[config.mk]
export PLATFORM = sky130hd
export DESIGN_NAME = hit_resolver_flat
export DESIGN_NICKNAME = d
export VERILOG_FILES = /design/src/rtl/hit_resolver_if.sv /design/src/rtl/hit_resolver.sv /design/src/flat_wrapper.sv
export SDC_FILE = /design/constraint.sdc
export NUM_CORES = 1
export LEC_CHECK = 0
export ABC_AREA = 1
export ABC_CLOCK_PERIOD_IN_PS = 2310
export BUFFER_PORTS_ARGS = -buffer_cell sky130_fd_sc_hd__buf_4
export CAP_MARGIN = 20
export CORE_ASPECT_RATIO = 1.25
export CORE_MARGIN = 10
export CORE_UTILIZATION = 55
export DETAILED_ROUTE_END_ITERATION = 7
export PLACE_DENSITY = 0.81
export SLEW_MARGIN = 20
export SYNTH_ARGS = -nofsm -noshare
export SYNTH_HDL_FRONTEND = slang
export SYNTH_SLANG_ARGS = --single-unit
export TNS_END_PERCENT = 100
[constraint.sdc]
create_clock -name clk -period 2.31 [get_ports clk]
set_input_delay 0.693 -clock clk [delete_from_list [all_inputs] [get_ports clk]]
set_output_delay 0.693 -clock clk [all_outputs]
set_load 0.02 [all_outputs]
[src/rtl/hit_resolver_if.sv]
// Bundle between the two character FSMs, the game controller and hit_resolver.
// Combo counters exist only when HIT_COMBO_EN is defined.
interface hit_resolver_if #(
  parameter int POS_W = 10,
  parameter int CNT_W = 5
);
  logic             frame_tick;
  logic [POS_W-1:0] char1_pos_x;
  logic [POS_W-1:0] char2_pos_x;
  logic [3:0]       char1_state;
  logic [3:0]       char2_state;
  logic             char1_block_flag;
  logic             char2_block_flag;
  logic             collision_flag;
  logic [1:0]       char1_frame_state;
  logic [1:0]       char2_frame_state;
  logic [CNT_W-1:0] char1_stun_cnt;
  logic [CNT_W-1:0] char2_stun_cnt;
  logic             char1_hit_o;
  logic             char2_hit_o;
`ifdef HIT_COMBO_EN
  logic [3:0]       char1_combo;
  logic [3:0]       char2_combo;
`endif

  modport master (
    output frame_tick, char1_pos_x, char2_pos_x, char1_state, char2_state,
           char1_block_flag, char2_block_flag,
    input  collision_flag, char1_frame_state, char2_frame_state,
           char1_stun_cnt, char2_stun_cnt, char1_hit_o, char2_hit_o
`ifdef HIT_COMBO_EN
    , input char1_combo, char2_combo
`endif
  );

  modport slave (
    input  frame_tick, char1_pos_x, char2_pos_x, char1_state, char2_state,
           char1_block_flag, char2_block_flag,
    output collision_flag, char1_frame_state, char2_frame_state,
           char1_stun_cnt, char2_stun_cnt, char1_hit_o, char2_hit_o
`ifdef HIT_COMBO_EN
    , output char1_combo, char2_combo
`endif
  );
endinterface

[src/rtl/hit_resolver.sv]
// Body/attack collision, one-hit-per-active-phase lockout and hit/block stun countdowns.
// Define HIT_COMBO_EN to add per-character consecutive-hit combo counters.
module hit_resolver #(
  parameter int POS_W            = 10,
  parameter int CHAR_WIDTH       = 128,
  parameter int BODY_GAP         = 5,
  parameter int ATK_REACH        = 64,
  parameter int DIR_ATK_REACH    = 96,
  parameter int HITSTUN_FRAMES   = 12,
  parameter int BLOCKSTUN_FRAMES = 6,
  parameter int CNT_W            = 5
) (
  input logic          clk,
  input logic          rst_n,
  hit_resolver_if.slave bus
);
  typedef enum logic [3:0] {
    ST_IDLE              = 4'd0,
    ST_ATTACK_ACTIVE     = 4'd4,
    ST_ATTACK_DIR_ACTIVE = 4'd7,
    ST_STUN              = 4'd9
  } char_state_e;

  typedef enum logic [1:0] {
    FS_NOHIT     = 2'b00,
    FS_HITSTUN   = 2'b01,
    FS_BLOCKSTUN = 2'b10
  } frame_state_e;

  localparam int AW = POS_W + 2;
  localparam logic [AW-1:0]    WIDTH_X = AW'(CHAR_WIDTH);
  localparam logic [AW-1:0]    GAP_X   = AW'(BODY_GAP);
  localparam logic [AW-1:0]    ATK_X   = AW'(ATK_REACH);
  localparam logic [AW-1:0]    DIR_X   = AW'(DIR_ATK_REACH);
  localparam logic [CNT_W-1:0] HIT_N   = CNT_W'(HITSTUN_FRAMES);
  localparam logic [CNT_W-1:0] BLK_N   = CNT_W'(BLOCKSTUN_FRAMES);

  logic [AW-1:0]    p1, p2, front1, reach1, reach2;
  logic             active1, active2, raw1, raw2, body;
  logic             elig1, elig2, valid1, valid2, trade;
  logic             latch1, latch2, kind1, kind2, hit1_q, hit2_q, col_q;
  logic [CNT_W-1:0] cnt1, cnt2, load1, load2;
  logic             kind1_nxt, kind2_nxt;

  // Everything is a sum compared against the other edge, so nothing can underflow.
  always_comb begin
    p1      = {2'b00, bus.char1_pos_x};
    p2      = {2'b00, bus.char2_pos_x};
    front1  = p1 + WIDTH_X;
    active1 = (bus.char1_state == ST_ATTACK_ACTIVE) || (bus.char1_state == ST_ATTACK_DIR_ACTIVE);
    active2 = (bus.char2_state == ST_ATTACK_ACTIVE) || (bus.char2_state == ST_ATTACK_DIR_ACTIVE);
    reach1  = (bus.char1_state == ST_ATTACK_DIR_ACTIVE) ? DIR_X : ATK_X;
    reach2  = (bus.char2_state == ST_ATTACK_DIR_ACTIVE) ? DIR_X : ATK_X;
    body    = (front1 + GAP_X) >= p2;
    raw1    = active1 && ((front1 + reach1) > p2);
    raw2    = active2 && (p2 < (front1 + reach2));
    elig1   = (cnt1 == '0) && (bus.char1_state != ST_STUN);
    elig2   = (cnt2 == '0) && (bus.char2_state != ST_STUN);
    valid1  = raw1 && !latch1 && elig2;
    valid2  = raw2 && !latch2 && elig1;
    trade   = valid1 && valid2;
    // A trade forces clean hitstun on both sides regardless of block.
    kind1_nxt = !trade && bus.char1_block_flag;
    kind2_nxt = !trade && bus.char2_block_flag;
    load1     = kind1_nxt ? BLK_N : HIT_N;
    load2     = kind2_nxt ? BLK_N : HIT_N;
  end

  always_ff @(posedge clk or negedge rst_n) begin
    if (!rst_n) begin
      col_q  <= 1'b0;
      hit1_q <= 1'b0;
      hit2_q <= 1'b0;
      latch1 <= 1'b0;
      latch2 <= 1'b0;
      kind1  <= 1'b0;
      kind2  <= 1'b0;
      cnt1   <= '0;
      cnt2   <= '0;
    end else begin
      col_q  <= body;
      hit1_q <= valid1;
      hit2_q <= valid2;
      latch1 <= active1 && (latch1 || valid1);
      latch2 <= active2 && (latch2 || valid2);
      if (valid2) begin
        cnt1  <= load1;
        kind1 <= kind1_nxt;
      end else if (bus.frame_tick && cnt1 != '0) begin
        cnt1 <= cnt1 - 1'b1;
      end
      if (valid1) begin
        cnt2  <= load2;
        kind2 <= kind2_nxt;
      end else if (bus.frame_tick && cnt2 != '0) begin
        cnt2 <= cnt2 - 1'b1;
      end
    end
  end

  always_comb begin
    bus.collision_flag    = col_q;
    bus.char1_hit_o       = hit1_q;
    bus.char2_hit_o       = hit2_q;
    bus.char1_stun_cnt    = cnt1;
    bus.char2_stun_cnt    = cnt2;
    bus.char1_frame_state = (cnt1 == '0) ? FS_NOHIT : (kind1 ? FS_BLOCKSTUN : FS_HITSTUN);
    bus.char2_frame_state = (cnt2 == '0) ? FS_NOHIT : (kind2 ? FS_BLOCKSTUN : FS_HITSTUN);
  end

`ifdef HIT_COMBO_EN
  logic [1:0] since1, since2;
  logic [3:0] combo1, combo2;
  logic       end1, end2;

  always_comb begin
    end1 = bus.frame_tick && (cnt1 == CNT_W'(1)) && !valid2;
    end2 = bus.frame_tick && (cnt2 == CNT_W'(1)) && !valid1;
  end

  // since=3 means "no recent stun end"; it resets there so a first hit never chains.
  always_ff @(posedge clk or negedge rst_n) begin
    if (!rst_n) begin
      since1 <= 2'd3;
      since2 <= 2'd3;
      combo1 <= '0;
      combo2 <= '0;
    end else begin
      if (end1) since1 <= '0;
      else if (bus.frame_tick && cnt1 == '0 && since1 != 2'd3) since1 <= since1 + 2'd1;
      if (end2) since2 <= '0;
      else if (bus.frame_tick && cnt2 == '0 && since2 != 2'd3) since2 <= since2 + 2'd1;
      if (trade) begin
        combo1 <= '0;
        combo2 <= '0;
      end else begin
        if (valid1) combo1 <= (since2 != 2'd3) ? ((combo1 == '1) ? combo1 : combo1 + 4'd1) : 4'd1;
        if (valid2) combo2 <= (since1 != 2'd3) ? ((combo2 == '1) ? combo2 : combo2 + 4'd1) : 4'd1;
      end
    end
  end

  always_comb begin
    bus.char1_combo = combo1;
    bus.char2_combo = combo2;
  end
`endif
endmodule
[src/flat_wrapper.sv]
// flat-port wrapper written by rule: the top's interface ports become plain ports
module hit_resolver_flat 
#(
  parameter int POS_W            = 10,
  parameter int CHAR_WIDTH       = 128,
  parameter int BODY_GAP         = 5,
  parameter int ATK_REACH        = 64,
  parameter int DIR_ATK_REACH    = 96,
  parameter int HITSTUN_FRAMES   = 12,
  parameter int BLOCKSTUN_FRAMES = 6,
  parameter int CNT_W            = 5
)
  (clk, rst_n, bus_frame_tick, bus_char1_pos_x, bus_char2_pos_x, bus_char1_state, bus_char2_state, bus_char1_block_flag, bus_char2_block_flag, bus_collision_flag, bus_char1_frame_state, bus_char2_frame_state, bus_char1_stun_cnt, bus_char2_stun_cnt, bus_char1_hit_o, bus_char2_hit_o);
  hit_resolver_if #(.POS_W(POS_W), .CNT_W(CNT_W)) bus_i ();
  input logic clk;
  input logic rst_n;
  input wire logic [$bits(bus_i.frame_tick)-1:0] bus_frame_tick;
  input wire logic [$bits(bus_i.char1_pos_x)-1:0] bus_char1_pos_x;
  input wire logic [$bits(bus_i.char2_pos_x)-1:0] bus_char2_pos_x;
  input wire logic [$bits(bus_i.char1_state)-1:0] bus_char1_state;
  input wire logic [$bits(bus_i.char2_state)-1:0] bus_char2_state;
  input wire logic [$bits(bus_i.char1_block_flag)-1:0] bus_char1_block_flag;
  input wire logic [$bits(bus_i.char2_block_flag)-1:0] bus_char2_block_flag;
  output wire logic [$bits(bus_i.collision_flag)-1:0] bus_collision_flag;
  output wire logic [$bits(bus_i.char1_frame_state)-1:0] bus_char1_frame_state;
  output wire logic [$bits(bus_i.char2_frame_state)-1:0] bus_char2_frame_state;
  output wire logic [$bits(bus_i.char1_stun_cnt)-1:0] bus_char1_stun_cnt;
  output wire logic [$bits(bus_i.char2_stun_cnt)-1:0] bus_char2_stun_cnt;
  output wire logic [$bits(bus_i.char1_hit_o)-1:0] bus_char1_hit_o;
  output wire logic [$bits(bus_i.char2_hit_o)-1:0] bus_char2_hit_o;
  assign bus_i.frame_tick = bus_frame_tick;
  assign bus_i.char1_pos_x = bus_char1_pos_x;
  assign bus_i.char2_pos_x = bus_char2_pos_x;
  assign bus_i.char1_state = bus_char1_state;
  assign bus_i.char2_state = bus_char2_state;
  assign bus_i.char1_block_flag = bus_char1_block_flag;
  assign bus_i.char2_block_flag = bus_char2_block_flag;
  assign bus_collision_flag = bus_i.collision_flag;
  assign bus_char1_frame_state = bus_i.char1_frame_state;
  assign bus_char2_frame_state = bus_i.char2_frame_state;
  assign bus_char1_stun_cnt = bus_i.char1_stun_cnt;
  assign bus_char2_stun_cnt = bus_i.char2_stun_cnt;
  assign bus_char1_hit_o = bus_i.char1_hit_o;
  assign bus_char2_hit_o = bus_i.char2_hit_o;
  hit_resolver #(.POS_W(POS_W), .CHAR_WIDTH(CHAR_WIDTH), .BODY_GAP(BODY_GAP), .ATK_REACH(ATK_REACH), .DIR_ATK_REACH(DIR_ATK_REACH), .HITSTUN_FRAMES(HITSTUN_FRAMES), .BLOCKSTUN_FRAMES(BLOCKSTUN_FRAMES), .CNT_W(CNT_W)) u_core (.clk(clk), .rst_n(rst_n), .bus(bus_i));
endmodule
==> flow_summary.json, run 1 <==
{
  "status": "complete, but fails checks",
  "violations": "negative setup slack",
  "first_iter_violations": 121,
  "critPathArrivalTime_ns": 2.95,
  "yosysWarnings": 0,
  "die-area_um2": 6800,
  "cts-root-buf": "clkbuf_8",
  "p_sw_frac": 0.4636,
  "antenna_found_initial": 0,
  "hpwlAfterDp_um": 4869,
  "grt_usage": 0.1781,
  "p_int_mw": 1.024,
  "grt_first_pass_wirelength_um": 9984,
  "clock_sinks": 17,
  "switchingPower_mw": 0.8856,
  "whs_ns": 0.2857,
  "place.gp.congestion": 0.8561,
  "core_um2": 3785,
  "path_class": "in2reg",
  "port_buffers": 49,
  "place_ws_ns": -0.7488,
  "path_max_fanout": 5,
  "seqPwrFrac": 0.249,
  "drt_first_pass_iters": 4,
  "slowest_stage": "ha_1",
  "tightest_slew_ns": 0.3858,
  "ant_nets": 0,
  "end_kind": "register",
  "grt_pass1_vias": 2398,
  "drv_slew": 0,
  "required_ns": 2.45,
  "insertion_delay_ns": 0.26,
  "nFillCells": 238,
  "fin_nets": 476,
  "powerDensity_nw_per_um2": 593.3,
  "cts.path.max_buffers": 2,
  "syn_inst": 310,
  "io_pins": 50,
  "utilization": 0.8506,
  "synth_nets": 383,
  "dr_total_vias": 2369,
  "ys_ff_latch": 17,
  "start_util": 0.5653,
  "routed_wl_um": 6451,
  "stdcell_area_um2": 3219,
  "final-setup-viol-count": 14,
  "fp.dieH_um": 89.73,
  "yosysUniqueCellTypes": 28,
  "clk_pin_slew_ns": 0.07,
  "rsz0062_at_grt": "true",
  "start_kind": "input pin",
  "cts-hold-fix-buffers": 0,
  "die_w_um": 75.79,
  "diodes": 0,
  "final-hold-violation-count": 0,
  "p_total_mw": 1.910,
  "startpoint": "bus_char2_state[1]",
  "path_common_cell": "nand2_1",
  "avgSynthCellArea_um2": 6.902,
  "seq_area_frac_synth": 0.1988,
  "cp_cell_sequence": "buf_12, inv_12, nor4_4, ha_2, inv_2, ha_4, xnor2_2, ha_1, nand2_1, inv_1, nand2_1, nand2_1, nand4_1, nand2_1, inv_2, nand3_4, inv_2, nand3_2, nand2_1, o21ai_1",
  "drcViolationCount": 0,
  "post-route-period-util": 1.219,
  "skew_ns": 0.009048,
  "rows": 25,
  "vdd_ir_drop_max_uv": 298.5,
  "clock.fmax_mhz": 355.0,
  "hp-class": "in2async",
  "max_cap_viol_count": 0,
  "worst_slack_ns": -0.5066,
  "reg2reg_from": "u_core.bus.char1_stun_cnt[0]",
  "cts_made_buffers": 3,
  "comb_power_share": 0.633,
  "maxSlewHeadroom": 0.7408,
  "syn_area_um2": 2140,
  "power.leakage_nw": 1.844,
  "clock_power_share": 0.118,
  "grt_overflow": 0,
  "viasPerCell": 5.195,
  "area_growth_pct": 50.47,
  "cts_tree": "built",
  "grt_max_degree": 18,
  "drive_gt1_frac": 0.3831,
  "place_area_um2": 2902,
  "period_minus_slack_ns": 2.817,
  "h-tree-depth": 1,
  "wl_per_cell_um": 14.15,
  "cpPeakStageDelay_ns": 0.31
}
-- cells in the mapped netlist (all sizes together) --
master  number  share of area
inv         73           0.13
nand2       72           0.14
ha          40           0.23
nor2        28          0.057
nand3       22          0.058
dfrtp       17           0.20
o21ai       14          0.033
xor2        13          0.053
a21oi        9          0.021
nor3         5          0.014
xnor2        5          0.020
nand4        4          0.012
buf          2         0.0058
a211oi       1         0.0035
a21o         1         0.0035
nand3b       1         0.0094
nor4         1         0.0029
o211a        1         0.0047
o21a         1         0.0035
-- cell families (layout without fill, tap and decap cells) --
group	count (synthesis)	after routing	share of synthesized area
simple gates	133	133	0.2906
buf+inv	75	167	0.1339
compound gates	27	27	0.06901
fa+ha+maj	40	40	0.2339
xor+xnor	18	18	0.07368
flops	17	17	0.1988
-- layout make-up --
| class | instances | area [µm²] | area share |
|---|---|---|---|
| sequential | 17 | 425.4 | 0.1321 |
| inverter | 73 | 304.0 | 0.09444 |
| multi-input combinational | 218 | 1638 | 0.5087 |
| timing repair buffer | 90 | 738.2 | 0.2293 |
| clock inverter | 1 | 5.005 | 0.001555 |
| tap | 54 | 67.56 | 0.02099 |
| clock buffer | 3 | 41.29 | 0.01283 |
-- placed cells by master, fill, tap and decap left out, types with 3 or more instances in the layout --
cell type  netlist  routed
buf_4            1      79
inv_1           70      61
nand2_1         65      57
ha_1            40      33
nor2_1          25      18
nand3_1         19      17
dfrtp_1         17      17
xor2_1          13      13
nand2_2          6      11
inv_2            3       8
buf_6            0       8
a21oi_1          9       7
o21ai_0         12       6
o21ai_1          2       5
nor2_2           1       5
nor2_4           2       5
ha_4             0       5
nand4_1          4       4
nand2_4          1       4
xnor2_1          5       4
nand3_2          3       4
nor3_1           4       3
o21ai_2          0       3
clkbuf_8         0       3
-- power groups by stage --
stage,registers (mW),logic (mW),clock network [mW]
final,0.475,1.21,0.225
after CTS,0.465,1.13,0.221
after global placement,0.465,1.03,0
after global routing,0.484,1.32,0.235
after floorplan,0.548,0.563,0
after detailed placement,0.471,1.07,0
-- per-stage QoR --
step	cells	setup TNS [ns]
final	456	-5.127
after global routing	456	-6.775
after CTS	453	-3.900
after detailed placement	447	-8.944
after global placement	447	-7.946
after floorplan	310	-3.218
-- metal layers --
| metal | routed length [µm] | track usage | share of wire |
|---|---|---|---|
| met4 | 307 | 0.08851 | 0.048 |
| met5 | 0 | 0 | 0 |
| met3 | 372 | 0.02970 | 0.058 |
| met2 | 3492 | 0.3310 | 0.54 |
| met1 | 2279 | 0.1770 | 0.35 |
-- critical path: cells and delay by family --
family / cells / cell delay [ns]
adders and majority gates: 3 / 0.70
xor gates and xnor gates: 1 / 0.13
AOI/OAI and AO/OA: 1 / 0.06
and+or+nand+nor: 9 / 0.94
buffers and inverters: 6 / 0.41
-- final timing paths --
check,slack (ns),depth (start not counted),end
worst min register to register,0.50,2,u_core.bus.char1_stun_cnt[4]
worst min-delay path,0.29,1,u_core.latch2
max in group asynchronous,1.83,1,u_core.kind1
min in group clk,0.50,2,u_core.bus.char1_stun_cnt[4]
worst max register to register,0.43,11,u_core.bus.char1_stun_cnt[3]
worst max-delay path,-0.51,20,u_core.bus.char1_stun_cnt[3]
-- what timing repair did --
item	in CTS	in global routing
resized for setup	32	32
setup endpoints to repair	15	19
cloned	0	0
setup buffers	2	3
pin swaps	19	13
Note: power is estimated with default switching activity, not from simulation.
==> run 2, diff against run 1 <==
Settings changed: CORE_MARGIN 10 to 2, CORE_UTILIZATION 55 to 56, CTS_BUF_LIST set to sky130_fd_sc_hd__clkbuf_4 sky130_fd_sc_hd__clkbuf_8, PLACE_DENSITY 0.81 to 0.83.
==> run 2 against run 1 <==
  * The flow still finishes with violations (negative setup slack)
  * First-iteration DRC count increased by 16%
  * Sequential cell count unchanged
  * Critical path depth is 3 lower
  * Critical endpoint is now u_core.kind2
  * Non-clock buffer count decreased by 2
  * Clock power increased by 4%
  * Sequential share of layout area is 0.068 points lower
  * Core utilization grew 2.1 points
==> flow_summary.json, run 2 (same netlist as run 1, synthesis figures left out) <==
{
  "status": "complete, but fails checks",
  "violations": "negative setup slack",
  "max_cap_viol_count": 0,
  "fp.dieH_um": 73.11,
  "path_common_cell": "inv_2",
  "vdd_ir_drop_max_uv": 333.5,
  "area_growth_pct": 51.70,
  "insertion_delay_ns": 0.27,
  "p_int_mw": 1.052,
  "die-area_um2": 4334,
  "required_ns": 2.47,
  "io_pins": 50,
  "grt_pass1_vias": 2280,
  "routed_wl_um": 6860,
  "end_kind": "register",
  "reg2reg_slack_ns": 0.27,
  "p_sw_frac": 0.4793,
  "cts-root-buf": "clkbuf_8",
  "final-setup-viol-count": 14,
  "layout_commonest_cell": "buf_4",
  "start_util": 0.5748,
  "cts.path.max_buffers": 2,
  "grt_usage": 0.2924,
  "port_buffers": 49,
  "whs_ns": 0.2780,
  "skew_ns": 0.009580,
  "diodes": 0,
  "seqPwrFrac": 0.241,
  "drt_first_pass_iters": 4,
  "cpPeakStageDelay_ns": 0.29,
  "powerDensity_nw_per_um2": 622.4,
  "critPathArrivalTime_ns": 3.00,
  "finalSetupTns_ns": -5.634,
  "fin_nets": 474,
  "place.gp.congestion": 0.9453,
  "hp-class": "in2async",
  "cts_made_buffers": 3,
  "clock_power_share": 0.116,
  "first_iter_violations": 140,
  "rsz0062_at_grt": "true",
  "crit_family": "simple AND/OR/NAND/NOR gates",
  "power.leakage_nw": 1.832,
  "clock_sinks": 17,
  "endpoint": "u_core.kind2",
  "core_um2": 3722,
  "cts-hold-fix-buffers": 0,
  "cp_cell_sequence": "buf_12, inv_12, nor4_4, ha_2, inv_2, ha_4, nor2_4, xnor2_2, ha_1, nand2_1, inv_1, nand4_1, nand3_4, nand2_2, inv_2, nand2_4, o21ai_1",
  "drv_slew": 0,
  "switchingPower_mw": 0.9683,
  "r2r_cells": 11,
  "reg2reg_to": "u_core.bus.char1_stun_cnt[3]",
  "startpoint": "bus_char2_state[1]",
  "dr_total_vias": 2371,
  "path_class": "in2reg",
  "rows": 25,
  "comb_power_share": 0.643,
  "clk_pin_slew_ns": 0.07,
  "path_buf_inv": 5,
  "stdcell_area_um2": 3246,
  "h-tree-depth": 1,
  "tightest_slew_ns": 0.3981,
  "period_minus_slack_ns": 2.837,
  "maxSlewHeadroom": 0.7325,
  "post-route-period-util": 1.228,
  "final-hold-violation-count": 0,
  "place_ws_ns": -0.7678,
  "clock.fmax_mhz": 352.5,
  "grt_max_degree": 18,
  "grt_first_pass_wirelength_um": 9618,
  "wl_per_cell_um": 15.59,
  "path_depth": 17,
  "cts_tree": "built",
  "grt_overflow": 0,
  "p_total_mw": 2.020,
  "hpwlAfterDp_um": 4429,
  "place_area_um2": 2861,
  "path_max_fanout": 6,
  "die_w_um": 59.29,
  "antenna_found_initial": 0,
  "slowest_stage": "ha_1",
  "start_kind": "input pin",
  "worst_slack_ns": -0.5270,
  "drive_gt1_frac": 0.4175,
  "reg2reg_from": "u_core.bus.char1_stun_cnt[0]",
  "drcViolationCount": 0,
  "final_cell_mix": "buf_4, inv_1, nand2_1",
  "viasPerCell": 5.389,
  "ant_nets": 0
}
run 2: cell types whose count changed in the layout (fill, tap and decap cells not counted), sizes merged:
cell | before | now
buf | 90 | 88
run 2: how the worst min path moves through the flow:
stage | startpoint | endpoint | slack, ns | depth (start not counted)
finish | rst_n | u_core.bus.char1_stun_cnt[4] | 0.28 | 1
floorplan | rst_n | u_core.bus.char1_hit_o | 0.40 | 0
global placement | u_core.bus.char2_stun_cnt[4] | u_core.bus.char2_stun_cnt[4] | 0.48 | 2
global route | rst_n | u_core.bus.char1_stun_cnt[4] | 0.30 | 1
CTS | rst_n | u_core.bus.char2_hit_o | 0.29 | 1
detailed placement | u_core.bus.char2_stun_cnt[4] | u_core.bus.char2_stun_cnt[4] | 0.48 | 2
run 2: metal layers:
metal,vias up,part of all wire,global-route usage,routed length (µm)
met5,-,0,0,0
met4,0,0.048,0.1515,332
met3,29,0.043,0.03191,292
met2,91,0.57,0.5739,3930
met1,1110,0.34,0.2865,2303
li1,1141,-,-,-
run 2: what timing repair did:
item,4_1_cts,5_1_grt
cloned,0,0
setup buffers,4,2
setup endpoints to repair,17,19
gates resized for setup,29,52
pin swaps,19,30
hold endpoints to repair,0,0
run 2: layout make-up:
cell class / instances / area (µm²)
Inverter: 73 / 301.5
Fill cell: 209 / 476.7
Timing Repair Buffer: 88 / 718.2
Clock buffer: 3 / 41.29
Clock inverter: 1 / 5.005
Sequential cell: 17 / 426.7
Multi-Input combinational cell: 218 / 1703
Tap cell: 40 / 50.05
run 2: power by group through the flow:
stage	clock network [mW]	registers [mW]	logic (mW)
global route	0.239	0.491	1.41
global placement	0	0.466	1.02
detailed placement	0	0.470	1.06
floorplan	0	0.548	0.563
finish	0.234	0.487	1.30
CTS	0.228	0.466	1.13
run 2: per-stage QoR:
step / cells / utilization
after CTS: 438 / 0.8178
after global routing: 440 / 0.8719
after floorplan: 310 / -
after global placement: 430 / 0.7687
after detailed placement: 430 / 0.7687
final: 440 / 0.8719
==> run 3, diff against run 2 <==
Settings changed: ABC_CLOCK_PERIOD_IN_PS 2310 to 2800, CORE_ASPECT_RATIO 1.25 to 0.7.
Clock period 2.31 ns to 2.8 ns, I/O delays scaled along.
==> run 3 against run 2 <==
  * Combinational power shrank 23%
  * Setup slack improved by 0.19 ns
  * Via count rose by 3.6%
  * Largest power group unchanged
  * Non-clock buffer count decreased by 9
  * Highest routed layer unchanged
  * The flow still finishes with violations (negative setup slack)
  * Critical path type unchanged
  * Largest cell class unchanged
  * Power down 21%
==> flow_summary.json, run 3 (same netlist as run 1, synthesis figures left out) <==
{
  "cts_made_buffers": 3,
  "grt_usage": 0.2940,
  "reg2reg_from": "u_core.bus.char1_stun_cnt[0]",
  "cp_cell_sequence": "buf_8, nor4_4, ha_2, inv_2, ha_4, xnor2_2, ha_1, a21oi_2, nand2_1, nand4_1, nand2_1, inv_2, nand3_4, buf_4, o21ai_0, a21oi_1",
  "maxSlewHeadroom": 0.6877,
  "crit_family": "adder cells",
  "cts-hold-fix-buffers": 0,
  "start_kind": "input pin",
  "drv_slew": 0,
  "start_util": 0.5975,
  "die-area_um2": 4339,
  "critPathArrivalTime_ns": 3.27,
  "skew_ns": 0.01042,
  "place.gp.congestion": 0.8544,
  "path_class": "in2reg",
  "cts-root-buf": "clkbuf_8",
  "period_minus_slack_ns": 3.137,
  "die_w_um": 77.88,
  "rsz0062_at_grt": "true",
  "vdd_ir_drop_max_uv": 511.5,
  "place_ws_ns": -0.5291,
  "whs_ns": 0.4210,
  "grt_max_degree": 18,
  "ant_nets": 0,
  "routed_wl_um": 7297,
  "clk_pin_slew_ns": 0.08,
  "max_cap_viol_count": 0,
  "final-setup-viol-count": 10,
  "clock_sinks": 17,
  "cts_tree": "built",
  "clock.fmax_mhz": 318.7,
  "drcViolationCount": 0,
  "post-route-period-util": 1.121,
  "worst_slack_ns": -0.3374,
  "fin_nets": 465,
  "tightest_slew_ns": 0.4649,
  "port_buffers": 49,
  "required_ns": 2.94,
  "area_growth_pct": 44.50,
  "nFillCells": 199,
  "core_um2": 3581,
  "cts.path.max_buffers": 2,
  "path_max_fanout": 5,
  "r2r_cells": 10,
  "final_cell_mix": "buf_4, inv_1, nand2_1",
  "first_iter_violations": 335,
  "final-hold-violation-count": 0,
  "regArea_um2": 425.4,
  "multiInputGateArea_um2": 1632,
  "grt_pass1_vias": 2260,
  "rows": 18,
  "fp.dieH_um": 55.72,
  "end_kind": "register",
  "antenna_found_initial": 0,
  "status": "complete, but fails checks",
  "reg2reg_to": "u_core.bus.char1_stun_cnt[1]",
  "viasPerCell": 5.571,
  "utilization": 0.8634,
  "hp-class": "in2async",
  "reg2reg_slack_ns": 0.60,
  "wl_per_cell_um": 16.55,
  "path_buf_inv": 4,
  "diodes": 0,
  "io_pins": 50,
  "violations": "negative setup slack",
  "power.leakage_nw": 1.774,
  "insertion_delay_ns": 0.27,
  "grt_overflow": 0,
  "powerDensity_nw_per_um2": 515.0,
  "slowest_stage": "ha_1",
  "drive_gt1_frac": 0.3632,
  "p_total_mw": 1.592,
  "layout_commonest_cell": "buf_4",
  "drt_first_pass_iters": 5,
  "dr_total_vias": 2457,
  "grt_first_pass_wirelength_um": 10230,
  "h-tree-depth": 1,
  "cpPeakStageDelay_ns": 0.36,
  "hpwlAfterDp_um": 4680
}
## run 3: area by class of cell
type                    instances  share of cell area
clock buffers                   3             0.01335
inverters                      73             0.09429
flip-flops and latches         17              0.1376
multi-input cells             218              0.5277
clock inverters                 1            0.001619
well taps                      50             0.02023
repair buffers                 79              0.2052
## run 3: stage by stage
stage               area (µm²)  std cells  TNS [ns]
finish                    3092        441    -1.653
global route              3092        441    -2.406
CTS                       2935        439   -0.1583
detailed placement        2793        433    -5.003
global placement          2793        433    -3.975
floorplan                 2180        310  -0.07518
## run 3: worst max-delay path by stage
| stage | from | end | slack (ns) | cells after the start |
|---|---|---|---|---|
| finish | bus_char2_state[3] | u_core.bus.char1_stun_cnt[1] | -0.34 | 16 |
| global route | bus_char2_state[3] | u_core.bus.char1_stun_cnt[1] | -0.41 | 16 |
| CTS | bus_char2_state[1] | u_core.bus.char2_stun_cnt[1] | -0.07 | 21 |
| detailed placement | bus_char2_state[1] | u_core.bus.char2_stun_cnt[1] | -0.53 | 21 |
| global placement | bus_char2_state[1] | u_core.bus.char2_stun_cnt[1] | -0.44 | 21 |
| floorplan | bus_char2_state[1] | u_core.bus.char2_stun_cnt[1] | -0.05 | 20 |
## run 3: worst register-to-register path: cells and delay by family (launching register included)
kind,cells,cell delay (ns)
buf+inv,2,0.29
simple gates,5,0.90
flops,1,0.43
compound gates,2,0.29
fa+ha+maj,1,0.18
## run 3: repair_timing
action                                 4_1_cts  5_1_grt
pin swaps                                   17       16
resized for setup                           21       41
endpoints found under the hold margin        0        0
setup endpoints to repair                    9       14
buffers inserted                             2        2
## run 3: where the power goes
group / internal (mW) / total, mW / switching, mW
registers: 0.320 / 0.394 / 0.0738
logic: 0.413 / 1.00 / 0.590
clock network: 0.0992 / 0.194 / 0.0951
total: 0.833 / 1.59 / 0.759
## run 3: per-layer routing
metal | share of wire | wire (µm) | up-vias | track usage
met5 | 0 | 0 | - | 0
met2 | 0.46 | 3362 | 158 | 0.4938
li1 | - | - | 1127 | -
met1 | 0.41 | 3011 | 1130 | 0.3868
met3 | 0.082 | 596 | 42 | 0.05519
met4 | 0.045 | 326 | 0 | 0.07908
